[src/rtl/cska_pkg.sv]
// Shared elaboration helpers for the pipelined carry-skip adder: block counts
// and the parameter-legality rule.
package cska_pkg;

   function automatic int num_blocks(input int width, input int block);
      return (block < 1) ? 0 : width / block;
   endfunction

   function automatic int blocks_per_stage(input int width, input int block, input int stages);
      return (stages < 1) ? 0 : num_blocks(width, block) / stages;
   endfunction

   function automatic bit params_legal(input int width, input int block, input int stages);
      if (width < 1 || block < 1 || stages < 1) return 1'b0;
      return (width % block == 0) && (num_blocks(width, block) % stages == 0);
   endfunction

endpackage

[src/rtl/cska_stage.sv]
// One pipeline slice: BPS carry-skip blocks starting at stage IDX, plus the
// register slice and valid bit that hold the partially summed operation.
module cska_stage #(
   parameter int WIDTH = 32,
   parameter int BLOCK = 4,
   parameter int BPS   = 4,
   parameter int IDX   = 0
) (
   input  logic             clk,
   input  logic             rst_n,
   input  logic             valid_i,
   input  logic             adv_i,
   output logic             adv_c,
   output logic             valid_o,
   input  logic [WIDTH-1:0] a_i,
   input  logic [WIDTH-1:0] b_i,
   input  logic [WIDTH-1:0] sum_i,
   input  logic             c_i,
   input  logic             sub_i,
   output logic [WIDTH-1:0] a_o,
   output logic [WIDTH-1:0] b_o,
   output logic [WIDTH-1:0] sum_o,
   output logic             c_o,
   output logic             sub_o,
   output logic             ovf_o
);

   localparam int LO = IDX * BPS * BLOCK;
   localparam int IW = (WIDTH > 1) ? $clog2(WIDTH) : 1;

   logic             valid_q, valid_d;
   logic [WIDTH-1:0] a_q, a_d, b_q, b_d, sum_q, sum_d;
   logic             c_q, c_d, sub_q, sub_d, ovf_q, ovf_d;
   logic [WIDTH-1:0] sum_c;
   logic             carry_c, rc, prop, x;
   logic [IW-1:0]    idx;
   logic             ovf_c;

   // Ripple each block; skip with the XOR propagate so a skip never bypasses a generate.
   always_comb begin
      sum_c   = sum_i;
      carry_c = c_i;
      rc      = 1'b0;
      prop    = 1'b0;
      x       = 1'b0;
      idx     = '0;
      for (int j = 0; j < BPS; j++) begin
         rc   = carry_c;
         prop = 1'b1;
         for (int t = 0; t < BLOCK; t++) begin
            idx        = IW'(LO + j * BLOCK + t);
            x          = a_i[idx] ^ b_i[idx];
            sum_c[idx] = x ^ rc;
            rc         = (a_i[idx] & b_i[idx]) | (rc & x);
            prop       = prop & x;
         end
         carry_c = prop ? carry_c : rc;
      end
      ovf_c = (a_i[WIDTH-1] == b_i[WIDTH-1]) && (sum_c[WIDTH-1] != a_i[WIDTH-1]);
   end

   assign adv_c = !valid_q || adv_i;

   // Load the slice whenever it advances; otherwise hold it.
   always_comb begin
      valid_d = valid_q;
      a_d     = a_q;
      b_d     = b_q;
      sum_d   = sum_q;
      c_d     = c_q;
      sub_d   = sub_q;
      ovf_d   = ovf_q;
      if (adv_c) begin
         valid_d = valid_i;
         a_d     = a_i;
         b_d     = b_i;
         sum_d   = sum_c;
         c_d     = carry_c;
         sub_d   = sub_i;
         ovf_d   = ovf_c;
      end
   end

   always_ff @(posedge clk or negedge rst_n) begin
      if (!rst_n) begin
         valid_q <= 1'b0;
         a_q     <= '0;
         b_q     <= '0;
         sum_q   <= '0;
         c_q     <= 1'b0;
         sub_q   <= 1'b0;
         ovf_q   <= 1'b0;
      end else begin
         valid_q <= valid_d;
         a_q     <= a_d;
         b_q     <= b_d;
         sum_q   <= sum_d;
         c_q     <= c_d;
         sub_q   <= sub_d;
         ovf_q   <= ovf_d;
      end
   end

   assign valid_o = valid_q;
   assign a_o     = a_q;
   assign b_o     = b_q;
   assign sum_o   = sum_q;
   assign c_o     = c_q;
   assign sub_o   = sub_q;
   assign ovf_o   = ovf_q;

endmodule

[src/rtl/pipelined_carry_skip_adder.sv]
// Valid/ready pipelined carry-skip adder/subtractor; each of STAGES slices
// resolves BLOCKS_PER_STAGE skip blocks of the running sum.
module pipelined_carry_skip_adder
   import cska_pkg::*;
#(
   parameter int WIDTH  = 32,
   parameter int BLOCK  = 4,
   parameter int STAGES = 2
) (
   input  logic             clk,
   input  logic             rst_n,
   input  logic             in_valid,
   output logic             in_ready,
   input  logic [WIDTH-1:0] a,
   input  logic [WIDTH-1:0] b,
   input  logic             cin,
   input  logic             sub,
   output logic             out_valid,
   input  logic             out_ready,
   output logic [WIDTH-1:0] sum,
   output logic             cout,
   output logic             overflow
);

   localparam int NUM_BLOCKS       = num_blocks(WIDTH, BLOCK);
   localparam int BLOCKS_PER_STAGE = blocks_per_stage(WIDTH, BLOCK, STAGES);

   // Index k is the payload entering stage k; index STAGES is the output slice.
   logic             v_p   [STAGES+1];
   logic             rdy_p [STAGES+1];
   logic [WIDTH-1:0] a_p   [STAGES+1];
   logic [WIDTH-1:0] b_p   [STAGES+1];
   logic [WIDTH-1:0] sum_p [STAGES+1];
   logic             c_p   [STAGES+1];
   logic             sub_p [STAGES+1];
   logic             ovf_p [STAGES];

   // Subtraction enters as a + ~b + 1, so cin is dropped when sub is set.
   assign v_p[0]        = in_valid;
   assign a_p[0]        = a;
   assign b_p[0]        = sub ? ~b : b;
   assign sum_p[0]      = '0;
   assign c_p[0]        = sub | cin;
   assign sub_p[0]      = sub;
   assign rdy_p[STAGES] = out_ready;

   if (!params_legal(WIDTH, BLOCK, STAGES) || (BLOCKS_PER_STAGE * STAGES != NUM_BLOCKS)) begin : g_bad_params
      $fatal(1, "pipelined_carry_skip_adder: illegal WIDTH/BLOCK/STAGES");
   end else begin : g_pipe
      for (genvar g = 0; g < STAGES; g++) begin : g_stage
         cska_stage #(
            .WIDTH (WIDTH),
            .BLOCK (BLOCK),
            .BPS   (BLOCKS_PER_STAGE),
            .IDX   (g)
         ) u_stage (
            .clk     (clk),
            .rst_n   (rst_n),
            .valid_i (v_p[g]),
            .adv_i   (rdy_p[g+1]),
            .adv_c   (rdy_p[g]),
            .valid_o (v_p[g+1]),
            .a_i     (a_p[g]),
            .b_i     (b_p[g]),
            .sum_i   (sum_p[g]),
            .c_i     (c_p[g]),
            .sub_i   (sub_p[g]),
            .a_o     (a_p[g+1]),
            .b_o     (b_p[g+1]),
            .sum_o   (sum_p[g+1]),
            .c_o     (c_p[g+1]),
            .sub_o   (sub_p[g+1]),
            .ovf_o   (ovf_p[g])
         );
      end
   end

   assign in_ready  = rdy_p[0];
   assign out_valid = v_p[STAGES];
   assign sum       = sum_p[STAGES];
   assign cout      = c_p[STAGES];
   assign overflow  = ovf_p[STAGES-1];

endmodule

[config.mk]
export PLATFORM = sky130hd
export DESIGN_NAME = pipelined_carry_skip_adder
export DESIGN_NICKNAME = d
export VERILOG_FILES = /design/src/rtl/cska_pkg.sv /design/src/rtl/cska_stage.sv /design/src/rtl/pipelined_carry_skip_adder.sv
export SDC_FILE = /design/constraint.sdc
export NUM_CORES = 1
export LEC_CHECK = 0
export ABC_AREA = 1
export CAP_MARGIN = 0
export CORE_UTILIZATION = 55
export CTS_CLUSTER_SIZE = 14
export DETAILED_ROUTE_END_ITERATION = 16
export PLACE_DENSITY = 0.88
export SYNTH_ARGS = -nofsm -noshare
export SYNTH_HDL_FRONTEND = slang
export SYNTH_SLANG_ARGS = --single-unit
export TNS_END_PERCENT = 1
[constraint.sdc]
create_clock -name clk -period 23.9 [get_ports clk]
set_input_delay 4.78 -clock clk [delete_from_list [all_inputs] [get_ports clk]]
set_output_delay 4.78 -clock clk [all_outputs]
set_load 0.05 [all_outputs]
; ---- Word-level counts from Yosys, hierarchy flattened
; Cells that the tools add are included.
[word_totals]
ff_bits = 117
latchBits = 0
mem_bits_rw = 0
mem_bits_ro = 0
out_inout_bits = 36
elab_cells = 211
mem_count = 0
[classes]
addsub = 0
n_mul = 0
n_div = 0
order_cmp = 0
eq_ne = 2
shift = 0
muxes = 9
bitwise_logic = 186
n_reduce_logical = 5
[op_table]
columns = op, count
row1 = $and A1 B1 Y1, 88
row2 = $xor A1 B1 Y1, 64
row3 = $or A1 B1 Y1, 33
row4 = $mux W32, 1
row5 = $not A32 Y32, 1
row6 = $mux W1, 8
row7 = $logic_not A1 Y1, 2
row8 = $logic_or A1 B1 Y1, 2
row9 = $eq A1 B1 Y1, 1
row10 = $logic_and A1 B1 Y1, 1
row11 = $ne A1 B1 Y1, 1

; ---- Depth between registers and ports, before layout
[depth]
word_depth = 39
mapped_depth = 33
ltp_nobuf = 32

; ---- Modules after synthesis
; Synthesis repeated with hierarchy kept, for this count alone.
[hier_totals]
hier_cells = 1099
area_unflattened_um2 = 9451.6
[by_module_without_submodules]
columns = module, n_inst, cells_per_inst, area_per_inst_um2, seq_area_each_um2
row1 = cska_stage at g_pipe.g_stage[0].u_stage, 1, 482, 4439.3, 2502.4
row2 = cska_stage at g_pipe.g_stage[1].u_stage, 1, 479, 4405.5, 2502.4
row3 = pipelined_carry_skip_adder, 1, 138, 606.8, 0.0

; ---- Worst setup path after synthesis
; OpenSTA, ideal clock, no wires.
[synth_path]
path_kind = input to register
from = input port sub
to = register g_pipe.g_stage[0].u_stage.sum_q[15]
setup_ns = 0.121
arrival_time_ns = 12.276
required_ns = 23.779
path_slack_ns = 11.503
path_stages = 30
cell_sequence = buf_2 buf_4 xnor2_1 fa_1 fa_1 fa_1 fa_1 o21bai_1 and2_1 fa_1 fa_1 fa_1 fa_1 o21ai_0 nand2_1 fa_1 fa_1 fa_1 fa_1 or2_2 and2_1 fa_1 inv_1 fa_1 inv_1 fa_1 inv_1 fa_1 nand2_1 o21ai_1
[synth_between]
elab_chain_cells = 36
word_cells_on_any_way = 76
cone_classes = mux (4) / bitwise (72)
[synth_lines]
columns = item, line
row1 = start: declaration, pipelined_carry_skip_adder.sv:17  ; input logic sub,
row2 = $mux W32, pipelined_carry_skip_adder.sv:41  ; assign b_p[0] = sub ? ~b : b;
row3 = $xor A1 B1 Y1, cska_stage.sv:52  ; x = a_i[idx] ^ b_i[idx];
row4 = $and A1 B1 Y1, cska_stage.sv:54  ; rc = (a_i[idx] & b_i[idx]) | (rc & x);
row5 = $or A1 B1 Y1, cska_stage.sv:54
row6 = $and A1 B1 Y1, cska_stage.sv:54
row7 = $or A1 B1 Y1, cska_stage.sv:54
row8 = $and A1 B1 Y1, cska_stage.sv:54
row9 = $or A1 B1 Y1, cska_stage.sv:54
row10 = [21 not listed], -
row11 = $and A1 B1 Y1, cska_stage.sv:54
row12 = $or A1 B1 Y1, cska_stage.sv:54
row13 = $and A1 B1 Y1, cska_stage.sv:54
row14 = $or A1 B1 Y1, cska_stage.sv:54
row15 = $and A1 B1 Y1, cska_stage.sv:54
row16 = $or A1 B1 Y1, cska_stage.sv:54
row17 = $xor A1 B1 Y1 (*), cska_stage.sv:53  ; sum_c[idx] = x ^ rc;
row18 = named net g_pipe.g_stage[0].u_stage.sum_c[15], cska_stage.sv:34  ; logic [WIDTH-1:0] sum_c;
row19 = end signal: assignment, cska_stage.sv:97  ; sum_q <= sum_d;
row20 = end: declaration, cska_stage.sv:32  ; logic [WIDTH-1:0] a_q, a_d, b_q, b_d, sum_q, sum_d;
; Mark *: on every way through the listed nets, which the timed path passes. The rest lies on a longest branch.
; A chain may end at the register's enable or synchronous reset.

; ---- Final worst setup path
[layout_path]
from = input port out_ready
to = output port in_ready
[layout_between]
elab_chain_cells = 2
[layout_lines]
columns = item, line
row1 = start: declaration, pipelined_carry_skip_adder.sv:19  ; input logic out_ready,
row2 = $logic_or A1 B1 Y1 (2 in series), cska_stage.sv:62  ; assign adv_c = !valid_q || adv_i;
row3 = end: declaration, pipelined_carry_skip_adder.sv:13  ; output logic in_ready,
; Every way passes these cells.

==> reports/results.tsv <==
stage	metric	value	unit
timing	period_needed	13.11	ns
setup_path	worstPathRequired	19.12	ns
placed_design	placed_area	5880	um2
clock_tree	ctsLongestPathBuffers	2	
global_routing	grt_max_degree	86	
floorplanning	die_x	95.6	um
clock_tree	post_cts_resized	0	
power	p_per_area	92.3	nW/um2
drt	drc	0	
setup_path	cp_num_buf_inv	5	
setup_path	slowest_delay	0.80	ns
timing	relSlewSlack	31.2	%
global_routing	grt_pass1_wl	17000	um
clock_tree	cts_tree	done	
cells_and_area	register_area	2130	um2
cells_and_area	final_cells	717	
floorplanning	core	8340	um2
placed_design	hpwl	7320	um
floorplanning	start_util	57.8	%
power	ir_worst_vdd	0.0412	mV
floorplanning	rows	33	
drt	avgRoutedWirePerCell	14.2	um
setup_path	crit_slowest_cell	clkdlybuf4s50_1	
drt	postRouteAntennaNets	0	
clock_tree	htree_num_levels	3	
yosys	yosys.cell_types.count	22	
setup_path	path_cells	clkdlybuf4s50_1 -> nor2_4 -> inv_2 -> nor2_4 -> buf_4 -> inv_2 -> clkdlybuf4s50_1	
worst_hold_path	hp-class	reg2reg	
global_routing	grt_overflow	0	
setup_path	start_kind	input pin	
worst_hold_path	hold_path_startpoint	g_pipe.g_stage[0].u_stage.sum_o[12]	
timing	finalSetupTns	0	ns
clock_tree	ctsHoldBuffers	0	
drt	vias_per_cell	5.08	
clock_tree	cts_made_buffers	9	
clock_tree	path_clk_slew	0.08	ns
yosys	synth-edff-count	0	
yosys	synth_area_leader_cell	dfrtp_1	
placed_design	io_buffers	105	
yosys	syn_area_per_cell	9.43	um2
setup_path	crit_start	out_ready	
timing	slew_viol_final	0	
timing	rsz0062_at_grt	no	
timing	setup_ws	10.79	ns
drt	dr.pass1.iters	5	
timing	whs	0.463	ns
timing	fin_skew	0.00696	ns
yosys	ys_seq_elements	85	
clock_tree	cts-root-buf	clkbuf_8	
global_routing	antenna_found_initial	0	
floorplanning	die-height	95.6	um
clock_tree	cts_sinks	85	
status	status	finished clean	
timing	fmax	76.3	MHz
timing	setup_viol	0	
timing	hold_viol	0	
yosys	ys_seq_area_share	44.2	%
cells_and_area	fin_area	6160	um2
yosys	yosysMostFrequentCell	nand2_1	
cells_and_area	diodes	0	
setup_path	cp-end-kind	output pin	
timing	min_period_over_period	54.8	%
yosys	ys.warnings.count	0	
drt	routed_wl	10200	um
setup_path	crit_family	buffers and inverters	
cells_and_area	fillers	536	
setup_path	crit_arrival	8.33	ns
cells_and_area	drive_gt1_share	4.25	%
clock_tree	clock_latency	0.36	ns
yosys	ys.flop_type	dfrtp_1	
drt	drt_iter0_drc	227	
power	p_leak	2.97	nW
timing	worstMarginPinSlew	1.03	ns
floorplanning	io_pins	106	
yosys	synthTopCellsByCount	203 x nand2_1, 85 x dfrtp_1, 39 x inv_1	
floorplanning	dieArea	9140	um2
setup_path	cp_max_fo	80	
yosys	syn_inst	511	
yosys	synthesis.area	4820	um2
cells_and_area	nets	741	
yosys	ys_top_cells_by_area	dfrtp_1 44%, nand2_1 16%, fa_1 13%	
setup_path	worst-path-stages	7	
yosys	syn_nets	645	
placed_design	dpl_worst_slack	10.64	ns
cells_and_area	multi_input_area	2420	um2
placed_design	gp_congestion	0.843	
drt	route.vias.total	3645	
cells_and_area	syn_to_final_growth	27.8	%
setup_path	criticalPathCategory	in2out	
placed_design	dp_cells	701	
clock_tree	post-cts-setup-buffer-count	0	
yosys	synth_top_area_share	44.2	%
worst_hold_path	hold_path_depth	2	
setup_path	r2r_start	g_pipe.g_stage[0].u_stage.a_o[16]	
yosys	async_reset_ff_share	100	%
global_routing	grtUsageTotal	25.0	%
global_routing	grt_pass1_vias	3832	
flow_run	maxCapViolations	0	
setup_path	r2r_cells	25	
## area by class of cell
cell class              instances  share of cell area, %
multi-input cells             364                   39.3
flip-flops and latches         85                   34.6
repair buffers                106                   17.1
inverters                      41                   2.50
clock buffers                  10                   2.24
clock inverters                 6                   2.17
well taps                     105                   2.13
## logic make-up after synthesis
logic type | after synthesis | share of synthesized area (%)
XOR/XNOR | 33 | 6.00
flip-flops | 85 | 44.2
adder cells (fa/ha/maj) | 64 | 21.6
AND/OR/NAND/NOR | 228 | 18.4
buffers and inverters | 62 | 5.69
AO/OA/AOI/OAI | 39 | 4.16
## flip-flops by register name (all words and copies together), names as in the netlist
| register | flops |
|---|---|
| g_pipe.g_stage.u_stage.sum_o | 48 |
| g_pipe.g_stage.u_stage.c_o | 2 |
| g_pipe.g_stage.u_stage.b_o | 16 |
| g_pipe.g_stage.u_stage.ovf_o | 1 |
| g_pipe.g_stage.u_stage.valid_o | 2 |
| g_pipe.g_stage.u_stage.a_o | 16 |
## placed cells by master (no fill, tap or decap), drive strengths merged, types with 10 or more instances in the layout
master,instances
nand2,203
clkdlybuf4s50,103
dfrtp,85
inv,41
o21ai,37
fa,32
ha,32
xnor2,31
nor2,14
clkbuf,10
## final timing paths
| kind | endpoint | slack (ns) |
|---|---|---|
| min in group asynchronous | g_pipe.g_stage[1].u_stage.sum_o[22] | 4.61 |
| max | in_ready | 10.79 |
| max reg2reg | g_pipe.g_stage[1].u_stage.ovf_o | 15.69 |
| min reg2reg | g_pipe.g_stage[1].u_stage.sum_o[12] | 0.46 |
| min | g_pipe.g_stage[1].u_stage.sum_o[12] | 0.46 |
| max in group asynchronous | g_pipe.g_stage[0].u_stage.sum_o[1] | 18.65 |
## metal layers
layer | vias to the layer above | GRT usage (%) | wire [um]
met5 | - | 0 | 0
li1 | 1732 | - | -
met2 | 119 | 43.3 | 5240
met1 | 1779 | 30.8 | 4170
met4 | 0 | 9.83 | 182
met3 | 15 | 4.94 | 601
## where the power goes
part,internal (mW),switching (mW),leakage [nW]
registers,0.180,0.0253,1.02
clock network,0.0828,0.0513,0.136
logic,0.0837,0.145,1.82
total,0.347,0.222,2.97
## metrics by stage
stage / util [%] / total power [mW]
2_1_floorplan: - / 0.352
3_3_place_gp: 70.6 / 0.427
3_5_place_dp: 70.6 / 0.436
4_1_cts: 73.8 / 0.572
5_1_grt: 73.8 / 0.602
6_report: 73.8 / 0.568
## worst min-delay path, delay by kind of cell (launching register included)
kind / cells / cell delay, ns
flip-flops: 1 / 0.35
AND/OR/NAND/NOR: 2 / 0.09
Power figures use the tool's default switching activity.
